===== src/rtl/mem_arbiter.sv =====
// Single-port memory arbiter for the loader, CPU data and CPU fetch ports.
// Provides a fetch starvation guard, a loader lock mode and one-cycle read return.
module mem_arbiter #(
  parameter int ADDR_W   = 10,
  parameter int DATA_W   = 32,
  parameter int MAX_WAIT = 8
) (
  input  logic                 i_clk,
  input  logic                 i_arst_n,
  input  logic                 i_ld_req,
  input  logic                 i_ld_lock,
  input  logic                 i_ld_we,
  input  logic [ADDR_W-1:0]    i_ld_addr,
  input  logic [DATA_W-1:0]    i_ld_wdata,
  output logic                 o_ld_gnt,
  output logic                 o_ld_rvalid,
  output logic [DATA_W-1:0]    o_ld_rdata,
  input  logic                 i_d_req,
  input  logic                 i_d_we,
  input  logic [DATA_W/8-1:0]  i_d_be,
  input  logic [ADDR_W-1:0]    i_d_addr,
  input  logic [DATA_W-1:0]    i_d_wdata,
  output logic                 o_d_gnt,
  output logic                 o_d_rvalid,
  output logic [DATA_W-1:0]    o_d_rdata,
  input  logic                 i_i_req,
  input  logic [ADDR_W-1:0]    i_i_addr,
  output logic                 o_i_gnt,
  output logic                 o_i_rvalid,
  output logic [DATA_W-1:0]    o_i_rdata,
  output logic                 o_mem_en,
  output logic [DATA_W/8-1:0]  o_mem_we,
  output logic [ADDR_W-1:0]    o_mem_addr,
  output logic [DATA_W-1:0]    o_mem_wdata,
  input  logic [DATA_W-1:0]    i_mem_rdata,
  output logic                 o_cpu_stall
);

  localparam int BE_W  = DATA_W / 8;
  localparam int CNT_W = $clog2(MAX_WAIT + 1);
  localparam logic [CNT_W-1:0] CNT_MAX = CNT_W'(MAX_WAIT);

  typedef enum logic {RUN, LOCK} state_e;

  typedef struct packed {
    logic              en;
    logic [BE_W-1:0]   we;
    logic [ADDR_W-1:0] addr;
    logic [DATA_W-1:0] wdata;
  } mem_req_t;

  state_e           state;
  logic [CNT_W-1:0] wait_cnt;
  logic [2:0]       vld_pipe;   // {ld, d, i} read issued last cycle
  logic             ld_gnt, d_gnt, i_gnt;
  logic             fetch_force;
  mem_req_t         mem_req;

  assign fetch_force = (state == RUN) && (wait_cnt == CNT_MAX) && i_i_req;

  // Grants are held off during reset so nothing reaches memory while it is asserted.
  always_comb begin
    ld_gnt = 1'b0;
    d_gnt  = 1'b0;
    i_gnt  = 1'b0;
    if (i_arst_n) begin
      if (state == LOCK)     ld_gnt = i_ld_req;
      else if (fetch_force)  i_gnt  = 1'b1;
      else if (i_ld_req)     ld_gnt = 1'b1;
      else if (i_d_req)      d_gnt  = 1'b1;
      else if (i_i_req)      i_gnt  = 1'b1;
    end
  end

  always_comb begin
    mem_req = '0;
    if (ld_gnt) begin
      mem_req.en    = 1'b1;
      mem_req.we    = {BE_W{i_ld_we}};
      mem_req.addr  = i_ld_addr;
      mem_req.wdata = i_ld_wdata;
    end else if (d_gnt) begin
      mem_req.en    = 1'b1;
      mem_req.we    = i_d_be & {BE_W{i_d_we}};
      mem_req.addr  = i_d_addr;
      mem_req.wdata = i_d_wdata;
    end else if (i_gnt) begin
      mem_req.en    = 1'b1;
      mem_req.addr  = i_i_addr;
    end
  end

  always_ff @(posedge i_clk or negedge i_arst_n) begin
    if (!i_arst_n) begin
      state    <= RUN;
      wait_cnt <= '0;
      vld_pipe <= '0;
    end else begin
      vld_pipe <= {ld_gnt & ~i_ld_we, d_gnt & ~i_d_we, i_gnt};

      if (state == LOCK || !i_i_req || i_gnt) wait_cnt <= '0;
      else if (wait_cnt != CNT_MAX)           wait_cnt <= wait_cnt + CNT_W'(1);

      case (state)
        RUN:  if (ld_gnt && i_ld_lock)     state <= LOCK;
        LOCK: if (!i_ld_lock && !ld_gnt)   state <= RUN;
        default:                           state <= RUN;
      endcase
    end
  end

  assign o_ld_gnt    = ld_gnt;
  assign o_d_gnt     = d_gnt;
  assign o_i_gnt     = i_gnt;
  assign o_mem_en    = mem_req.en;
  assign o_mem_we    = mem_req.we;
  assign o_mem_addr  = mem_req.addr;
  assign o_mem_wdata = mem_req.wdata;

  assign o_ld_rvalid = vld_pipe[2];
  assign o_d_rvalid  = vld_pipe[1];
  assign o_i_rvalid  = vld_pipe[0];
  assign o_ld_rdata  = i_mem_rdata;
  assign o_d_rdata   = i_mem_rdata;
  assign o_i_rdata   = i_mem_rdata;

  assign o_cpu_stall = (state == LOCK);

  a_gnt_onehot: assert property (@(posedge i_clk) disable iff (!i_arst_n)
    $onehot0({ld_gnt, d_gnt, i_gnt}));

endmodule


===== config.mk =====
export PLATFORM = sky130hd
export DESIGN_NAME = mem_arbiter
export DESIGN_NICKNAME = d
export VERILOG_FILES = /design/src/rtl/mem_arbiter.sv
export SDC_FILE = /design/constraint.sdc
export NUM_CORES = 1
export LEC_CHECK = 0
export ABC_AREA = 1
export CAP_MARGIN = 20
export CORE_AREA = 3 3 111 113
export CTS_CLUSTER_SIZE = 8
export DETAILED_ROUTE_END_ITERATION = 8
export DIE_AREA = 0 0 114 116
export GPL_TIMING_DRIVEN = 0
export HOLD_SLACK_MARGIN = 0.12
export SLEW_MARGIN = 20
export SYNTH_ARGS = -nofsm -noshare
export SYNTH_HDL_FRONTEND = slang
export SYNTH_SLANG_ARGS = --single-unit

===== constraint.sdc =====
create_clock -name i_clk -period 1.6 [get_ports i_clk]
set_input_delay 0.16 -clock i_clk [delete_from_list [all_inputs] [get_ports i_clk]]
set_output_delay 0.16 -clock i_clk [all_outputs]
set_load 0.005 [all_outputs]

==> Yosys cells after proc, flatten, opt, wreduce, memory -nomap -nowiden <==
Index checks and enable logic that the tools add are counted.
{ "totals": {"register_bits": 8, "input_bits": 138, "out_inout_bits": 150, "word_cells": 49} }
{ "op_classes": {"n_addsub": 1, "n_eq_ne": 2, "n_mux": 27, "bitwise": 6, "reduce_logical": 10} }
{ "op_table": {"columns": ["cell", "n"], "rows": [
  ["47-bit two-way mux", 1],
  ["32-bit two-way mux", 1],
  ["10-bit two-way mux", 2],
  ["1-bit two-way mux", 19],
  ["4-bit two-way mux", 3],
  ["4-bit by 1-bit adder with 4-bit output (second input constant)", 1],
  ["4-bit bitwise AND", 1],
  ["4-bit == test (second input constant)", 1],
  ["1-bit logical AND", 4],
  ["4-bit != test (second input constant)", 1],
  ["1-bit zero test", 3],
  ["1-bit inverter", 3],
  ["1-bit bitwise AND", 2],
  ["1-bit logical OR", 2],
  ["1-bit case mux with 2 select lines", 1],
  ["2-bit nonzero test", 1]
]} }

==> Depth between registers and ports, before layout <==
{ "logic_depth": {"depth_word": 10, "depth_mapped": 10, "depth_no_buf": 9} }

==> Least setup slack after synthesis <==
Ideal clock, no wire load.
{ "synth_path": {"path_kind": "register to output", "from": "register wait_cnt[0]", "to": "output port o_mem_addr[0]", "t_arrival_ns": 1.314, "required_time_ns": 1.440, "path_slack_ns": 0.126, "stages_incl_launch_ff": 11, "n_path_buf": 1, "cell_sequence": "dfrtp_1 inv_1 ha_1 nand2_2 nor2_4 nand2_4 nand2_4 inv_4 buf_6 nand2_1 nand3_1"} }
{ "synth_via": {"elab_chain_cells": 9, "word_cells_on_any_way": 15, "cone_classes": "eq/ne (1); mux (12); reduce/logical (2)"} }
{ "synth_rtl": {"columns": ["element", "line_no", "text"], "rows": [
  ["start: declaration", "53", "logic [CNT_W-1:0] wait_cnt;"],
  ["start signal: assignment", "102", "else if (wait_cnt != CNT_MAX) wait_cnt <= wait_cnt + CNT_W'(1);"],
  ["4-bit == test *", "59", "assign fetch_force = (state == RUN) && (wait_cnt == CNT_MAX) && i_i_req;"],
  ["1-bit logical AND * (2 in series)", "59", null],
  ["1-bit two-way mux", "68", "else if (fetch_force) i_gnt = 1'b1;"],
  ["1-bit two-way mux", "67", "if (state == LOCK) ld_gnt = i_ld_req;"],
  ["1-bit two-way mux", "66", "if (i_arst_n) begin"],
  ["10-bit two-way mux", "87", "end else if (i_gnt) begin"],
  ["10-bit two-way mux", "82", "end else if (d_gnt) begin"],
  ["47-bit two-way mux *", "77", "if (ld_gnt) begin"],
  ["end: declaration", "33", "output logic [ADDR_W-1:0] o_mem_addr,"]
]} }
Every way passes the cells marked *; elsewhere a longest branch is shown, timed or not.

==> Worst setup path in the final report <==
{ "layout_path": {"from": "register wait_cnt[0]", "to": "output port o_mem_wdata[1]"} }
{ "layout_via": {"elab_chain_cells": 8, "word_cells_on_any_way": 11, "cone_classes": "eq/ne (1); mux (8); reduce/logical (2)"} }
{ "layout_rtl": {"columns": ["element", "line_no", "text"], "rows": [
  ["4-bit == test *", "59", null],
  ["1-bit logical AND * (2 in series)", "59", null],
  ["1-bit two-way mux", "68", null],
  ["1-bit two-way mux", "67", null],
  ["1-bit two-way mux", "66", null],
  ["32-bit two-way mux", "82", null],
  ["47-bit two-way mux *", "77", null],
  ["end: declaration", "34", "output logic [DATA_W-1:0] o_mem_wdata,"]
]} }
Marks and branches as above.

==> flow_summary.json <==
{
  "placed_area_sq_mm": 0.00464,
  "crit_top_cell": "nand2_4",
  "violations": "negative setup slack",
  "cts.htree.levels": 1,
  "ir_drop_mv": 0.289,
  "hold_viol": 0,
  "syn_area_per_cell_sq_um": 6.23,
  "clkLatencyLatePin_ns": 0.24,
  "p_switching_mw": 0.518,
  "vias": 2830,
  "async_reset_ff_frac": 1.00,
  "fin_nets": 728,
  "dp_slack_ns": -0.911,
  "antenna_cells": 0,
  "critPathMaxFanout": 4,
  "cp_num_cells": 12,
  "syn_nets": 447,
  "port_buffers": 255,
  "fmax_ghz": 0.514,
  "drv_cap": 0,
  "cpPeakStageDelay_ns": 0.38,
  "outcome": "finished, violations left",
  "grt_pass1_wl_um": 13700,
  "clockPowerShare": 0.231,
  "crit_family": "buffers and inverters",
  "wire_per_inst_um": 14.1,
  "cp_data_arrival_time_ns": 1.79,
  "place_inst": 705,
  "grt_max_degree": 11,
  "final_cell_area_sq_mm": 0.00515,
  "clk_pin_slew_ns": 0.04,
  "synth-seq-cells": 8,
  "die_h_um": 116,
  "period_share": 1.22,
  "worstReg2RegStart": "wait_cnt[0]",
  "gr-usage-all-layers": 0.129,
  "synth_top_cell_by_area": "buf_4",
  "ant_nets": 0,
  "critical_path_class": "reg -> out",
  "regToRegSetupSlack_ns": 0.12,
  "required_ns": 1.44,
  "ys_seq_area_frac": 0.105,
  "min_to": "wait_cnt[1]",
  "rows": 39,
  "core_area_sq_mm": 0.0114,
  "cts_tree": "yes",
  "cp_cell_sequence": "inv_2 -> ha_4 -> nand2_4 -> nor2_4 -> nand2_4 -> nand2_8 -> inv_8 -> buf_8 -> buf_12 -> nand2_4 -> nand2_1 -> buf_2",
  "syn2layout_area_growth_pct": 169,
  "ys.flop_type": "dfrtp_1",
  "relSlewSlack": 0.725,
  "critical-path-slowest-cell": "dfrtp_1",
  "die_w_um": 114,
  "seq_power_share": 0.118,
  "period_minus_slack_ns": 1.95,
  "reg2reg_to": "o_cpu_stall",
  "yosysUniqueCellTypes": 21,
  "hp-class": "in -> reg",
  "start_util": 0.168,
  "clock_skew_ns": 0.00245,
  "cp_num_buf_inv": 5,
  "die-area_sq_mm": 0.0132,
  "syn_area_sq_mm": 0.00191,
  "ios": 288,
  "min_from": "i_arst_n",
  "rsz0062_at_grt": "yes",
  "gp_congestion": 0.772,
  "synth-edff-count": 0,
  "cts.sinks": 8,
  "p_leak_nw": 2.60,
  "tightest_slew_ns": 0.411,
  "synthMostInstantiatedCell": "nand2_1",
  "dp.final_hpwl_um": 8460,
  "worstSetupEndpointType": "output port",
  "drt_iter0_markers": 73,
  "cts-root-buf": "clkbuf_16",
  "slew_viol_final": 0,
  "antenna_found_initial": 0,
  "via_per_inst": 3.88,
  "combPwrFrac": 0.651,
  "synth_top_cell_area_share": 0.381,
  "drc": 0,
  "power_density_mw_per_mm2": 366,
  "drive_above_1_share": 0.435,
  "intPower_mw": 1.36,
  "cts_buffers": 3,
  "synth_warnings": 0,
  "worst_slack_ns": -0.347,
  "cts_buffer_depth": 2,
  "firstDrtPassIters": 4,
  "swShare": 0.275,
  "grt_pass1_vias": 2758,
  "netlist_instances": 307,
  "fin_cells": 729,
  "overflow": 0,
  "synthTopCellsByArea": "buf_4 (38%), nand2_1 (21%), dfrtp_1 (10%)",
  "startpoint_type": "flip-flop",
  "synth_common_cells": "nand2_1 (107), buf_4 (97), nand3_1 (33)",
  "setup_viol": 50,
  "ff2ff_path_depth": 10,
  "drt_wl_total_um": 10300,
  "hold_depth": 4
}
## per-stage QoR
stage	hold slack, ns	util	TNS (ns)	total power [mW]
6_report	0.418	0.451	-13.18	1.88
3_3_place_gp	0.508	0.407	-41.31	1.33
3_5_place_dp	0.505	0.407	-41.53	1.33
5_1_grt	0.463	0.451	-16.60	1.98
4_1_cts	0.411	0.435	-15.44	1.82
2_1_floorplan	-0.136	-	0	0.599
## placed cells by master (no fill, tap or decap), types with 4 or more instances in the layout
| cell type | instances |
|---|---|
| buf_4 | 106 |
| dfrtp_1 | 8 |
| clkbuf_16 | 5 |
| o21ai_2 | 4 |
| inv_1 | 8 |
| buf_6 | 22 |
| nand3_2 | 10 |
| nand2_1 | 70 |
| clkbuf_2 | 19 |
| buf_2 | 17 |
| nand2_4 | 20 |
| nand3_1 | 23 |
| nor2_1 | 8 |
| clkdlybuf4s50_1 | 204 |
| nand2_2 | 32 |
## repair_timing
| action | CTS | global route |
|---|---|---|
| hold buffers | 1 | 0 |
| endpoints found under the setup margin | 50 | 51 |
| endpoints found under the hold margin | 8 | 0 |
| setup buffers | 14 | 5 |
| gates resized for setup | 182 | 117 |
| pin swaps | 9 | 20 |
| cloned | 2 | 3 |
## how the worst max path moves through the flow
stage	from	end	slack [ns]
after floorplan	wait_cnt[0]	o_mem_addr[0]	0.13
final	wait_cnt[0]	o_mem_wdata[1]	-0.35
after global routing	wait_cnt[0]	o_mem_wdata[0]	-0.41
after global placement	i_arst_n	o_mem_addr[2]	-0.93
after detailed placement	i_arst_n	o_mem_addr[5]	-0.91
after CTS	wait_cnt[0]	o_mem_wdata[30]	-0.39
## flip-flops by register name, summed over array words and instances, names as in the netlist
signal	cells
o_cpu_stall	1
wait_cnt	4
vld_pipe	3
## cells by family after synthesis
logic type | Yosys count | synth area share
xor+xnor | 3 | 0.0137
compound gates | 5 | 0.0131
buf+inv | 119 | 0.455
fa+ha+maj | 2 | 0.0131
simple gates | 170 | 0.400
flops | 8 | 0.105
## tightest hold or removal path, cell delays in order
cell	delay, ns
clkdlybuf4s15_2	0.21
nand2_2	0.09
nand4_1	0.09
nand2_1	0.05
## metal layers
| metal | GRT usage | vias to the layer above | share of wire |
|---|---|---|---|
| li1 | - | 1407 | - |
| met2 | 0.259 | 160 | 0.56 |
| met4 | 0.0269 | 0 | 0.0087 |
| met3 | 0.0350 | 9 | 0.094 |
| met5 | 0 | - | 0 |
| met1 | 0.131 | 1254 | 0.33 |
## area by class of cell
type | instances | area (sq um)
inverters | 12 | 62.6
flip-flops and latches | 8 | 200
repair buffers | 276 | 2650
well taps | 143 | 179
fillers | 1154 | 6270
plain buffers | 106 | 848
clock buffers | 3 | 75.1
repair inverters | 1 | 11.3
multi-input cells | 180 | 1120
## power groups by stage
stage	Sequential [mW]	Combinational (mW)	Clock, mW
after detailed placement	0.228	1.11	0
after CTS	0.222	1.16	0.437
after global routing	0.223	1.31	0.443
final	0.222	1.22	0.434
after floorplan	0.225	0.373	0
after global placement	0.226	1.10	0
No activity file was read; power rests on OpenSTA's default activity.
